File: src/rtl/t05_sram_arbiter_pkg.sv
// Shared types and constants for the team_05 SRAM arbiter slice.
// Requester indices follow the compression pipeline order, HIST first.
package t05_sram_pkg;
  localparam int NREQ         = 5;
  localparam int MAX_BEATS    = 4;
  localparam int BUSY_TIMEOUT = 15;
  localparam int WORD_BYTES   = 4;

  localparam int REQ_HIST     = 0;
  localparam int REQ_FLV      = 1;
  localparam int REQ_HTREE    = 2;
  localparam int REQ_CODEBOOK = 3;
  localparam int REQ_TRN      = 4;

  localparam logic [31:0] HIST_BASE     = 32'd0;
  localparam logic [31:0] HTREE_BASE    = 32'd1024;
  localparam logic [31:0] CODEBOOK_BASE = 32'd2048;

  typedef enum logic [1:0] {
    ST_IDLE,
    ST_ISSUE,
    ST_WAIT_BUSY,
    ST_WAIT_DONE
  } arb_state_t;

  function automatic logic [NREQ-1:0] id2oh(input logic [2:0] id);
    return NREQ'(1) << id;
  endfunction
endpackage

File: src/rtl/t05_sram_arbiter_if.sv
// Requester-side burst bus plus wishbone SRAM strobe bus of the arbiter.
// The master modport is the arbiter; slave is the stages/SRAM side.
interface t05_sram_arbiter_if;
  import t05_sram_pkg::*;

  logic [NREQ-1:0]      req;
  logic [NREQ-1:0]      req_we;
  logic [NREQ*32-1:0]   req_addr;
  logic [NREQ*2-1:0]    req_len;
  logic [NREQ*32-1:0]   req_wdata;
  logic [2:0]           grant_id;
  logic                 arb_busy;
  logic [NREQ-1:0]      beat_ack;
  logic [31:0]          rdata;
  logic [NREQ-1:0]      done;
  logic                 err;
  logic                 wr_en;
  logic                 r_en;
  logic [3:0]           select;
  logic [31:0]          addr;
  logic [31:0]          data_i;
  logic [31:0]          data_o;
  logic                 busy_o;

  modport master (
    input  req, req_we, req_addr, req_len, req_wdata, data_o, busy_o,
    output grant_id, arb_busy, beat_ack, rdata, done, err,
           wr_en, r_en, select, addr, data_i
  );

  modport slave (
    output req, req_we, req_addr, req_len, req_wdata, data_o, busy_o,
    input  grant_id, arb_busy, beat_ack, rdata, done, err,
           wr_en, r_en, select, addr, data_i
  );
endinterface

File: src/rtl/t05_sram_arbiter_rr_arbiter.sv
// Round-robin pick: combinational grant of first request at/after the pointer.
// Pointer moves to owner+1 when the owner's burst ends.
module t05_rr_arbiter
  import t05_sram_pkg::*;
(
  input  logic            clk,
  input  logic            rst,
  input  logic [NREQ-1:0] req,
  input  logic            upd,
  input  logic [2:0]      upd_id,
  output logic [NREQ-1:0] gnt_oh,
  output logic [2:0]      gnt_idx,
  output logic            gnt_vld
);
  logic [2:0] ptr_q, ptr_d;

  always_comb begin
    int j;
    j       = 0;
    gnt_oh  = '0;
    gnt_idx = '0;
    gnt_vld = 1'b0;
    for (int i = 0; i < NREQ; i++) begin
      j = int'(ptr_q) + i;
      if (j >= NREQ) j = j - NREQ;
      if (!gnt_vld && req[j]) begin
        gnt_vld   = 1'b1;
        gnt_idx   = 3'(j);
        gnt_oh[j] = 1'b1;
      end
    end
  end

  always_comb begin
    ptr_d = ptr_q;
    if (upd) ptr_d = (upd_id == 3'(NREQ - 1)) ? 3'd0 : upd_id + 3'd1;
  end

  always_ff @(posedge clk or negedge rst) begin
    if (!rst) ptr_q <= '0;
    else      ptr_q <= ptr_d;
  end
endmodule

File: src/rtl/t05_sram_arbiter.sv
// Round-robin SRAM burst sequencer: 1-4 word bursts, one strobe per word, busy timeout.
// Strobe one cycle after grant; requesters wait on req (held) until their done pulse.
module t05_sram_arbiter
  import t05_sram_pkg::*;
(
  input  logic                clk,
  input  logic                rst,
  t05_sram_arbiter_if.master  bus
);
  arb_state_t      state_q, state_d;
  logic [2:0]      id_q, id_d;
  logic            we_q, we_d;
  logic [1:0]      len_q, len_d;
  logic [1:0]      beat_q, beat_d;
  logic [3:0]      tmo_q, tmo_d;
  logic [31:0]     addr_q, addr_d;
  logic [31:0]     data_q, data_d;
  logic [31:0]     rdata_q, rdata_d;
  logic [3:0]      select_q, select_d;
  logic [NREQ-1:0] ack_q, ack_d;
  logic [NREQ-1:0] done_q, done_d;
  logic            err_q, err_d;

  logic            upd;
  logic [NREQ-1:0] gnt_oh;
  logic [2:0]      gnt_idx;
  logic            gnt_vld;
  logic            sel_we;
  logic [31:0]     sel_addr;
  logic [1:0]      sel_len;
  logic [31:0]     cur_wdata;
  logic [NREQ-1:0] id_oh;

  t05_rr_arbiter u_rr (
    .clk     (clk),
    .rst     (rst),
    .req     (bus.req),
    .upd     (upd),
    .upd_id  (id_q),
    .gnt_oh  (gnt_oh),
    .gnt_idx (gnt_idx),
    .gnt_vld (gnt_vld)
  );

  always_comb begin
    sel_we   = |(bus.req_we & gnt_oh);
    sel_addr = '0;
    sel_len  = '0;
    for (int i = 0; i < NREQ; i++) begin
      sel_addr = sel_addr | (gnt_oh[i] ? bus.req_addr[32*i +: 32] : 32'd0);
      sel_len  = sel_len  | (gnt_oh[i] ? bus.req_len[2*i +: 2]    : 2'd0);
    end
  end

  assign cur_wdata = bus.req_wdata[32*int'(id_q) +: 32];
  assign id_oh     = id2oh(id_q);

  always_comb begin
    state_d  = state_q;
    id_d     = id_q;
    we_d     = we_q;
    len_d    = len_q;
    beat_d   = beat_q;
    tmo_d    = tmo_q;
    addr_d   = addr_q;
    data_d   = data_q;
    rdata_d  = rdata_q;
    select_d = select_q;
    ack_d    = '0;
    done_d   = '0;
    err_d    = 1'b0;
    upd      = 1'b0;
    case (state_q)
      ST_IDLE: begin
        tmo_d = '0;
        if (gnt_vld) begin
          id_d     = gnt_idx;
          we_d     = sel_we;
          len_d    = sel_len;
          beat_d   = '0;
          addr_d   = sel_addr;
          select_d = 4'hF;
          state_d  = ST_ISSUE;
        end
      end
      ST_ISSUE: begin
        data_d  = cur_wdata;
        tmo_d   = 4'd1;
        state_d = ST_WAIT_BUSY;
      end
      ST_WAIT_BUSY: begin
        // tmo counts cycles since the strobe; abort once it would reach the limit
        tmo_d = tmo_q + 4'd1;
        if (bus.busy_o) begin
          state_d = ST_WAIT_DONE;
        end else if (tmo_d == 4'(BUSY_TIMEOUT)) begin
          err_d    = 1'b1;
          done_d   = id_oh;
          upd      = 1'b1;
          select_d = 4'h0;
          state_d  = ST_IDLE;
        end
      end
      ST_WAIT_DONE: begin
        if (!bus.busy_o) begin
          ack_d = id_oh;
          if (!we_q) rdata_d = bus.data_o;
          if (beat_q == len_q) begin
            done_d   = id_oh;
            upd      = 1'b1;
            select_d = 4'h0;
            state_d  = ST_IDLE;
          end else begin
            beat_d  = beat_q + 2'd1;
            addr_d  = addr_q + 32'(WORD_BYTES);
            state_d = ST_ISSUE;
          end
        end
      end
      default: state_d = ST_IDLE;
    endcase
  end

  always_ff @(posedge clk or negedge rst) begin
    if (!rst) begin
      state_q  <= ST_IDLE;
      id_q     <= '0;
      we_q     <= 1'b0;
      len_q    <= '0;
      beat_q   <= '0;
      tmo_q    <= '0;
      addr_q   <= '0;
      data_q   <= '0;
      rdata_q  <= '0;
      select_q <= '0;
      ack_q    <= '0;
      done_q   <= '0;
      err_q    <= 1'b0;
    end else begin
      state_q  <= state_d;
      id_q     <= id_d;
      we_q     <= we_d;
      len_q    <= len_d;
      beat_q   <= beat_d;
      tmo_q    <= tmo_d;
      addr_q   <= addr_d;
      data_q   <= data_d;
      rdata_q  <= rdata_d;
      select_q <= select_d;
      ack_q    <= ack_d;
      done_q   <= done_d;
      err_q    <= err_d;
    end
  end

  assign bus.grant_id = id_q;
  assign bus.arb_busy = (state_q != ST_IDLE);
  assign bus.beat_ack = ack_q;
  assign bus.done     = done_q;
  assign bus.err      = err_q;
  assign bus.rdata    = rdata_q;
  assign bus.wr_en    = (state_q == ST_ISSUE) && we_q;
  assign bus.r_en     = (state_q == ST_ISSUE) && !we_q;
  assign bus.select   = select_q;
  assign bus.addr     = addr_q;
  // Write data is taken live from the owner during the strobe cycle, then held.
  assign bus.data_i   = (state_q == ST_ISSUE) ? cur_wdata : data_q;
endmodule

File: src/flat_wrapper.sv
// flat-port wrapper written by rule: the top's interface ports become plain ports
module t05_sram_arbiter_flat import t05_sram_pkg::*;
  (clk, rst, bus_req, bus_req_we, bus_req_addr, bus_req_len, bus_req_wdata, bus_data_o, bus_busy_o, bus_grant_id, bus_arb_busy, bus_beat_ack, bus_rdata, bus_done, bus_err, bus_wr_en, bus_r_en, bus_select, bus_addr, bus_data_i);
  t05_sram_arbiter_if bus_i ();
  input  logic clk;
  input  logic rst;
  input wire logic [$bits(bus_i.req)-1:0] bus_req;
  input wire logic [$bits(bus_i.req_we)-1:0] bus_req_we;
  input wire logic [$bits(bus_i.req_addr)-1:0] bus_req_addr;
  input wire logic [$bits(bus_i.req_len)-1:0] bus_req_len;
  input wire logic [$bits(bus_i.req_wdata)-1:0] bus_req_wdata;
  input wire logic [$bits(bus_i.data_o)-1:0] bus_data_o;
  input wire logic [$bits(bus_i.busy_o)-1:0] bus_busy_o;
  output wire logic [$bits(bus_i.grant_id)-1:0] bus_grant_id;
  output wire logic [$bits(bus_i.arb_busy)-1:0] bus_arb_busy;
  output wire logic [$bits(bus_i.beat_ack)-1:0] bus_beat_ack;
  output wire logic [$bits(bus_i.rdata)-1:0] bus_rdata;
  output wire logic [$bits(bus_i.done)-1:0] bus_done;
  output wire logic [$bits(bus_i.err)-1:0] bus_err;
  output wire logic [$bits(bus_i.wr_en)-1:0] bus_wr_en;
  output wire logic [$bits(bus_i.r_en)-1:0] bus_r_en;
  output wire logic [$bits(bus_i.select)-1:0] bus_select;
  output wire logic [$bits(bus_i.addr)-1:0] bus_addr;
  output wire logic [$bits(bus_i.data_i)-1:0] bus_data_i;
  assign bus_i.req = bus_req;
  assign bus_i.req_we = bus_req_we;
  assign bus_i.req_addr = bus_req_addr;
  assign bus_i.req_len = bus_req_len;
  assign bus_i.req_wdata = bus_req_wdata;
  assign bus_i.data_o = bus_data_o;
  assign bus_i.busy_o = bus_busy_o;
  assign bus_grant_id = bus_i.grant_id;
  assign bus_arb_busy = bus_i.arb_busy;
  assign bus_beat_ack = bus_i.beat_ack;
  assign bus_rdata = bus_i.rdata;
  assign bus_done = bus_i.done;
  assign bus_err = bus_i.err;
  assign bus_wr_en = bus_i.wr_en;
  assign bus_r_en = bus_i.r_en;
  assign bus_select = bus_i.select;
  assign bus_addr = bus_i.addr;
  assign bus_data_i = bus_i.data_i;
  t05_sram_arbiter u_core (.clk(clk), .rst(rst), .bus(bus_i));
endmodule
File: config.mk
export PLATFORM = sky130hd
export DESIGN_NAME = t05_sram_arbiter_flat
export DESIGN_NICKNAME = d
export VERILOG_FILES = /design/src/rtl/t05_sram_arbiter_pkg.sv /design/src/rtl/t05_sram_arbiter_if.sv /design/src/rtl/t05_sram_arbiter_rr_arbiter.sv /design/src/rtl/t05_sram_arbiter.sv /design/src/flat_wrapper.sv
export SDC_FILE = /design/constraint.sdc
export NUM_CORES = 1
export LEC_CHECK = 0
export BUFFER_PORTS_ARGS = -buffer_cell sky130_fd_sc_hd__buf_2
export CAP_MARGIN = 10
export CORE_AREA = 2 2 190 192
export CTS_CLUSTER_DIAMETER = 120
export DETAILED_ROUTE_END_ITERATION = 7
export DIE_AREA = 0 0 192 194
export SYNTH_ARGS = -nofsm -noshare
export SYNTH_HDL_FRONTEND = slang
export SYNTH_SLANG_ARGS = --single-unit
File: constraint.sdc
create_clock -name clk -period 12 [get_ports clk]
set_clock_uncertainty 0.1 [all_clocks]
set_input_delay 2.4 -clock clk [delete_from_list [all_inputs] [get_ports clk]]
set_output_delay 2.4 -clock clk [all_outputs]
set_load 0.02 [all_outputs]
### Word-level counts from Yosys, hierarchy flattened

Cells that the tools add are included.

| operators by class | value |
|---|---|
| divide/modulo/power cells | 0 |
| $mul | 0 |
| shift-type cells | 2 |
| bitwise gates (word level) | 15 |
| muxes and demuxes | 91 |
| magnitude comparators | 15 |
| equal/unequal tests | 13 |
| add/sub/neg operators | 13 |
| reduce and logical (&&, ||, !) cells | 27 |

Operators with widths:

| kind | number |
|---|---|
| 2-to-1 mux 32 bit | 14 |
| greater-or-equal comparator 32 x 1 -> 1 bit, second input constant | 5 |
| less-than comparator 32 x 5 -> 1 bit, second input constant | 5 |
| indexed part select 160 x 9 -> 32 bit | 1 |
| OR 32 bit | 4 |
| one-hot mux 32 bit (2 select lines) | 1 |
| 2-to-1 mux 5 bit | 11 |
| adder 32 x 3 -> 32 bit, second input constant | 1 |
| 2-to-1 mux 1 bit | 26 |
| 2-to-1 mux 2 bit | 12 |
| one-hot mux 4 bit (3 select lines) | 2 |
| 2-to-1 mux 4 bit | 5 |
| OR 5 bit | 4 |
| subtractor 4 x 3 -> 5 bit, second input constant | 4 |
| 2-to-1 mux 3 bit | 6 |
| greater-or-equal comparator 4 x 3 -> 1 bit, second input constant | 4 |
| binary-select mux 1 bit (select 3 bit) | 5 |
| demux 1 bit (select 3 bit) | 5 |
| logical AND 1 bit | 11 |
| one-hot mux 5 bit (2 select lines) | 1 |
| adder 3 x 2 -> 4 bit, second input constant | 2 |
| OR 2 bit | 4 |
| one-hot mux 2 bit (4 select lines) | 1 |
| != test 2 x 1 -> 1 bit, second input constant | 3 |
| other kinds (28) | 39 |

| word-level totals | value |
|---|---|
| bits in latches | 0 |
| bits in read-only memories | 0 |
| memory bits (writable) | 0 |
| register bits after elaboration | 128 |
| word-level logic and storage cells | 190 |
| memories | 0 |
| bits of input ports | 375 |

### Depth between registers and ports, before layout

Gate-level depths: netlist of the first run.

| logic depth | value |
|---|---|
| depth in word-level cells | 25 |
| gate-level depth with buffers | 19 |

### Modules after synthesis

A second synthesis of the first run with hierarchy kept.

| second synthesis, totals | value |
|---|---|
| cells, all modules | 978 |
| area, all modules | 9282.7 µm² |

Modules (own cells, without submodules):

| module | instances | cells an instance | sequential area each (µm²) | area each (µm²) |
|---|---|---|---|---|
| t05_sram_arbiter | 1 | 727 | 3052.9 | 7489.7 |
| t05_rr_arbiter | 1 | 251 | 75.1 | 1793.0 |

### Least setup slack after synthesis of the first run

OpenSTA, ideal clock, no wires.

| timing path | value |
|---|---|
| path kind | input -> output |
| start | input bus_req_wdata[126] |
| end | output bus_data_i[30] |
| stages on the path | 3 |
| data required time | 9.500 ns |
| arrival | 3.275 ns |
| slack | 6.225 ns |
| path through | mux4_2 > a221oi_1 > nor2_1 |

| between the ends | value |
|---|---|
| longest elaborated chain between the ends | 2 |

RTL lines:

| item | line | text |
|---|---|---|
| start: declaration | flat_wrapper.sv:11 | `input wire logic [$bits(bus_i.req_wdata)-1:0] bus_req_wdata;` |
| indexed part select 160 x 9 -> 32 bit | t05_sram_arbiter.sv:55 | `assign cur_wdata = bus.req_wdata[32*int'(id_q) +: 32];` |
| 2-to-1 mux 32 bit | n/a |  |
| end: declaration | flat_wrapper.sv:24 | `output wire logic [$bits(bus_i.data_i)-1:0] bus_data_i;` |

Every way passes these cells.

### Worst setup path after layout of the first run

| timing path | value |
|---|---|
| start | input bus_req_wdata[127] |
| end | output bus_data_i[31] |

Same word-level chain as after synthesis.

==> impl_metrics.py, run 1 <==
metrics = {
    "global_route": {
        "antenna_found_initial": 2,
        "grt_pass1_vias": 10016,
        "grt_pass1_wl_mm": 56.4,
        "grt_max_degree": 82,
        "grt_use_total_pct": 19.7,
        "grt_overflow_total": 0,
    },
    "drt": {
        "first_iter_violations": 640,
        "wl_mm": 38.1,
        "drc": 5,
        "ant_nets": 0,
        "routed_via_density": 5.36,
        "post_drt_wl_per_cell_um": 20.1,
        "first_pass_iters": 8,
        "vias": 10177,
    },
    "timing": {
        "slew-limit-headroom_pct": 19.4,
        "finalSetupViolCount": 0,
        "period_minus_slack_ns": 6.18,
        "slew_violations": 0,
        "period_share_pct": 51.5,
        "fmax_mhz": 162,
        "worst_pin_slew_ns": 1.20,
        "rsz0062_at_grt": "no",
        "hold_violations": 0,
        "setup_tns_ns": 0,
    },
    "power": {
        "finalPower_w": 0.00454,
        "ir_worst_vdd_v": 0.000184,
        "p_per_area_nw_per_um2": 360,
        "power.leakage_nw": 5.77,
    },
    "clock_network": {
        "ctsResizeCount": 0,
        "cts_buffers": 17,
        "cts_root_buffer": "clkbuf_16",
        "post-cts-setup-buffers": 0,
        "cts_hold_buffers": 0,
        "clock_sink_count": 125,
        "htreeDepth": 4,
        "clkSlewWorstSetupHoldPaths_ns": 0.07,
        "cts_tree": "yes",
        "cts_buffer_depth": 2,
        "clk_latency_ns": 0.44,
    },
    "place": {
        "placedCellCount": 1865,
        "dp_hpwl_mm": 29.3,
        "io_buffer_count": 491,
        "finalWeightedCongestion": 0.876,
    },
    "floorplanning": {
        "die_area_um2": 37200,
        "core_area_um2": 35200,
        "start_util_pct": 26.0,
        "die_h_um": 194,
        "fp.dieW_um": 192,
        "pin_count": 492,
        "rows": 69,
    },
    "logic_synthesis": {
        "synthFlopType": "dfrtp_1",
        "avgSynthCellArea_um2": 9.44,
        "synth_top_cell_by_area": "dfrtp_1",
        "syn_area_um2": 9170,
        "yosysSeqAreaShare_pct": 34.1,
        "synthArstFlopShare_pct": 100,
        "ys_warn_count": 0,
        "synth_area_leaders": "dfrtp_1 (34%), mux4_2 (7.9%), a221oi_1 (6.6%), a21oi_1 (5.0%), nor2_1 (4.8%)",
        "synth_fp_nets": 1372,
        "synthDistinctLibCells": 78,
        "synth_top_area_share_pct": 34.1,
        "synth-edff-count": 0,
        "netlist_instances": 971,
        "ys_seq_elements": 125,
    },
    "layout": {
        "area_growth_pct": 37.6,
        "fin_nets": 1824,
        "layout_commonest_cell": "buf_2",
        "drive_gt1_share_pct": 44.0,
        "finalNonFillerCells": 1899,
        "layout_common_cells": "buf_2 (490), dfrtp_1 (124), nor2_1 (116), a21oi_1 (92), a221oi_1 (69)",
    },
    "worst_setup_path": {
        "arrival_ns": 3.68,
        "critPathBufInv": 2,
        "worstPathRequired_ns": 9.50,
        "cp_common_cell": "buf_2",
        "start_kind": "input port",
        "rr_worst_depth": 12,
        "r2r_slack_ns": 5.90,
        "worstPathCellList": "buf_2, mux4_2, a221oi_1, nor2_1, buf_2",
        "setup.worst_path.end_class": "primary output",
        "reg2reg_from": "u_core.u_rr.ptr_q[2]",
        "worst-setup-path-type": "in -> out",
        "critical-path-max-stage-delay_ns": 0.46,
        "critPathSlowestCell": "a221oi_1",
        "crit_fanout": 2,
        "cp_top_family": "compound AO/OA/AOI/OAI gates",
        "r2r_end": "u_core.bus.addr[26]",
    },
    "flow_run": {
        "maxCapViolCount": 0,
    },
    "hold_path": {
        "hold_depth": 1,
        "whs_endpoint": "u_core.bus.rdata[25]",
        "hp-start": "u_core.bus.rdata[25]",
        "hold_class": "reg -> reg",
    },
    "run_status": {
        "violations": "DRC",
        "status": "finished with violations",
    },
}
==> worst max path at each step <==
stage | start | endpoint | slack, ns | cells after the start
detailed placement | bus_req[4] | u_core.bus.addr[26] | 5.53 | 12
global route | u_core.u_rr.ptr_q[2] | u_core.bus.addr[4] | 5.51 | 12
finish | bus_req_wdata[127] | bus_data_i[31] | 5.82 | 5
CTS | u_core.u_rr.ptr_q[2] | u_core.bus.addr[26] | 5.87 | 12
global placement | bus_req[4] | u_core.bus.addr[27] | 5.70 | 12
floorplan | bus_req_wdata[126] | bus_data_i[30] | 6.23 | 3
==> synthesized netlist by cell type, types with 6 or more instances <==
master,n
inv_1,23
buf_1,8
mux2_2,33
clkbuf_1,29
nor2_1,117
nand3_1,20
buf_2,25
and2_1,14
a31oi_1,10
o31ai_1,6
nand2b_1,12
nor3_1,10
o21ai_0,26
buf_6,6
a222oi_1,36
nand4_1,12
nand2_1,41
ha_1,25
o22ai_1,27
a21oi_1,92
a221oi_1,69
mux2i_1,11
and3_1,22
o2bb2ai_1,6
dfrtp_1,125
or2_2,6
xnor2_1,8
nor2b_1,16
mux4_2,32
o211ai_1,6
==> final cells by class <==
class                   instances  area (µm²)
flip-flops and latches        125        3130
multi-input cells             746        5620
clock buffers                  17         425
repair buffers                507        2580
fillers                      3647       22600
clock inverters                15         180
well taps                     461         577
diodes                          2        5.00
inverters                      26        97.6
==> kinds of logic after synthesis <==
logic type | share of synthesized area, %
AO/OA/AOI/OAI | 26.9
XOR/XNOR | 0.955
adder cells (fa/ha/maj) | 3.63
buffers and inverters | 5.14
flip-flops | 34.1
multiplexers | 13.1
AND/OR/NAND/NOR | 16.1
==> worst reg2reg max path: cells and delay by family, from the launching register on <==
kind	cells	cell delay, ns
AOI/OAI and AO/OA	6	2.58
and+or+nand+nor	1	0.27
adders and majority gates	1	0.45
muxes	2	0.85
buffers and inverters	2	0.89
DFF	1	0.87
==> sequential cells by signal (all words and copies together) (netlist names) <==
signal               flops
u_core.len_q             2
u_core.bus.err           1
u_core.state_q           2
u_core.bus.addr         32
u_core.bus.rdata        32
u_core.bus.done          5
u_core.bus.beat_ack      5
u_core.we_q              1
u_core.u_rr.ptr_q        3
u_core.bus.select        1
u_core.tmo_q             4
u_core.data_q           32
u_core.bus.grant_id      3
u_core.beat_q            2
==> power by group <==
group,internal [W],switching [W]
clock,0.000314,0.000231
combinational,0.00116,0.00203
sequential,0.000626,0.000179
==> routing by layer <==
layer / up-vias / routed length [µm] / track usage, %
met5: - / 0 / 0
met4: 0 / 849 / 7.04
met3: 42 / 2640 / 3.08
met2: 449 / 19800 / 35.7
met1: 4947 / 14800 / 23.4
li1: 4739 / - / -
==> metrics by stage <==
| step | utilization, % | hold slack (ns) | worst slack [ns] | cell area [µm²] |
|---|---|---|---|---|
| after global routing | 35.8 | 0.418 | 5.51 | 12600 |
| after CTS | 35.8 | 0.406 | 5.87 | 12600 |
| final | 35.8 | 0.403 | 5.82 | 12600 |
| after global placement | 34.1 | 0.385 | 5.70 | 12000 |
| after detailed placement | 34.1 | 0.390 | 5.53 | 12000 |
| after floorplan | - | 0.392 | 6.23 | 9170 |
No activity file was read; power rests on OpenSTA's default activity.
==> inputs of run 2 (changes only) <==
==> constraint.sdc (replaced) <==
create_clock -name clk -period 5.2 [get_ports clk]
set_clock_uncertainty 0.1 [all_clocks]
set_input_delay 1.04 -clock clk [delete_from_list [all_inputs] [get_ports clk]]
set_output_delay 1.04 -clock clk [all_outputs]
set_load 0.02 [all_outputs]
==> run 2 against run 1 <==
Against the previous run:
- largest power group unchanged
- largest cell class unchanged
- utilization up 0.27 points
- global-route usage down 0.12 points
- power grew 130%
- the flow now finishes without violations
- die area unchanged
- critical path type is now reg -> reg
- non-clock buffer count is 13 higher
- cell area is 0.75% higher
==> impl_metrics.py, run 2 (synthesized netlist as in run 1, its figures left out) <==
metrics = {
    "clock_network": {
        "cts_buffers": 17,
        "cts_buffer_depth": 2,
        "cts_tree": "yes",
        "cts_root_buffer": "clkbuf_16",
        "htreeDepth": 4,
        "post-cts-setup-buffers": 0,
        "ctsResizeCount": 0,
        "clk_latency_ns": 0.44,
        "clock_sink_count": 125,
        "clkSlewWorstSetupHoldPaths_ns": 0.06,
        "cts_hold_buffers": 0,
    },
    "drt": {
        "first_iter_violations": 667,
        "ant_nets": 0,
        "wl_mm": 38.0,
        "routed_via_density": 5.38,
        "first_pass_iters": 5,
        "vias": 10286,
        "drc": 0,
        "post_drt_wl_per_cell_um": 19.9,
    },
    "timing": {
        "period_minus_slack_ns": 4.59,
        "hold_violations": 0,
        "worst_pin_slew_ns": 1.07,
        "finalSetupViolCount": 0,
        "setup_tns_ns": 0,
        "rsz0062_at_grt": "no",
        "setup_ws_ns": 0.611,
        "fmax_mhz": 218,
        "slew-limit-headroom_pct": 28.7,
        "period_share_pct": 88.2,
        "slew_violations": 0,
    },
    "worst_setup_path": {
        "worstPathRequired_ns": 5.46,
        "cp.depth": 15,
        "worst-setup-path-type": "reg -> reg",
        "rr_worst_depth": 15,
        "start_kind": "flop",
        "critPathSlowestCell": "a311oi_2",
        "cp_top_family": "compound AO/OA/AOI/OAI gates",
        "reg2reg_from": "u_core.u_rr.ptr_q[1]",
        "critical-path-max-stage-delay_ns": 0.77,
        "setup.worst_path.end_class": "flop",
        "r2r_end": "u_core.bus.addr[8]",
        "worstPathCellList": "inv_1, ha_1, inv_1, ha_1, a21oi_2, xnor2_1, mux2i_1, o32ai_2, buf_4, a311oi_2, nand3b_1, o211ai_1, buf_4, a221oi_1, a21oi_1",
        "r2r_slack_ns": 0.61,
        "worstSetupEndpoint": "u_core.bus.addr[8]",
        "crit_fanout": 17,
        "startpoint": "u_core.u_rr.ptr_q[1]",
        "arrival_ns": 4.85,
        "critPathBufInv": 4,
    },
    "power": {
        "p_per_area_nw_per_um2": 838,
        "power.leakage_nw": 5.83,
        "ir_worst_vdd_v": 0.000433,
    },
    "floorplanning": {
        "pin_count": 492,
        "die_area_um2": 37200,
        "die_h_um": 194,
        "fp.dieW_um": 192,
        "rows": 69,
        "start_util_pct": 26.0,
        "core_area_um2": 35200,
    },
    "layout": {
        "nFillCells": 3653,
        "fin_area_um2": 12700,
        "fin_nets": 1837,
        "multiInputGateArea_um2": 5620,
        "area_growth_pct": 38.6,
        "final_util_pct": 36.1,
        "layout_commonest_cell": "buf_2",
        "seq_area_um2": 3130,
        "drive_gt1_share_pct": 44.5,
        "layout_common_cells": "buf_2 (490), dfrtp_1 (124), nor2_1 (116), a21oi_1 (92), a221oi_1 (69)",
    },
    "place": {
        "dp_hpwl_mm": 29.6,
        "io_buffer_count": 491,
        "pre_cts_ws_ns": 0.747,
        "finalWeightedCongestion": 0.961,
        "postPlaceCellArea_um2": 12100,
    },
    "run_status": {
        "status": "finished clean",
    },
    "global_route": {
        "grt_max_degree": 85,
        "grt_overflow_total": 0,
        "grt_pass1_wl_mm": 56.0,
        "antenna_found_initial": 3,
        "grt_use_total_pct": 19.6,
        "grt_pass1_vias": 10114,
    },
    "flow_run": {
        "maxCapViolCount": 0,
    },
    "hold_path": {
        "hold_class": "reg -> reg",
    },
}
-- run 2: changes by cell type in the layout (fill, tap and decap cells not counted) --
cell       previous run  this run
buf_4                16        26
bufinv_16             2         1
clkinv_4              4         3
buf_12                0         3
inv_6                 1         3
clkinv_2              1         4
inv_8                 5         2
-- run 2: area by class of cell --
| type | instances | share of cell area (%) |
|---|---|---|
| multi-input cells | 746 | 44.2 |
| flip-flops and latches | 125 | 24.6 |
| repair buffers | 520 | 21.4 |
| well taps | 461 | 4.54 |
| clock buffers | 17 | 3.35 |
| clock inverters | 15 | 1.10 |
| inverters | 26 | 0.768 |
| diodes | 2 | 0.0394 |
-- run 2: worst min-delay path by stage --
stage                               startpoint                   end  slack [ns]  cells past startpoint
after floorplan                u_core.tmo_q[2]       u_core.tmo_q[2]        0.39                      1
after global placement     u_core.bus.rdata[9]   u_core.bus.rdata[9]        0.38                      1
after detailed placement  u_core.bus.rdata[21]  u_core.bus.rdata[21]        0.39                      1
after CTS                 u_core.bus.rdata[24]  u_core.bus.rdata[24]        0.41                      1
after global routing       u_core.bus.rdata[4]   u_core.bus.rdata[4]        0.42                      1
final                      u_core.bus.rdata[5]   u_core.bus.rdata[5]        0.40                      1
-- run 2: power by group --
group	total [W]	internal, W	switching (W)	leakage (nW)
Clock	0.00117	0.000665	0.000507	0.278
Combinational	0.00765	0.00286	0.00479	4.05
Sequential	0.00183	0.00145	0.000386	1.50
-- run 2: routing by layer --
| metal | GRT usage, % | routed length, µm | vias up |
|---|---|---|---|
| li1 | - | - | 4773 |
| met1 | 21.7 | 14100 | 4955 |
| met2 | 35.4 | 19500 | 492 |
| met3 | 5.09 | 3240 | 64 |
| met4 | 7.83 | 1180 | 2 |
| met5 | 0 | 11 | - |
-- run 2: through the flow --
| step | hold slack, ns | std cells | power [W] |
|---|---|---|---|
| 2_1_floorplan | 0.392 | 971 | 0.00709 |
| 3_3_place_gp | 0.384 | 1878 | 0.00937 |
| 3_5_place_dp | 0.390 | 1878 | 0.00947 |
| 4_1_cts | 0.406 | 1910 | 0.0107 |
| 5_1_grt | 0.419 | 1911 | 0.0114 |
| 6_report | 0.402 | 1912 | 0.0107 |
-- run 2: worst register-to-register path: stages (launching register included) --
cell,delay (ns)
dfrtp_1,0.37
inv_1,0.29
ha_1,0.31
inv_1,0.06
ha_1,0.27
a21oi_2,0.23
xnor2_1,0.26
mux2i_1,0.31
o32ai_2,0.12
buf_4,0.20
a311oi_2,0.77
nand3b_1,0.26
o211ai_1,0.29
buf_4,0.32
a221oi_1,0.15
a21oi_1,0.20
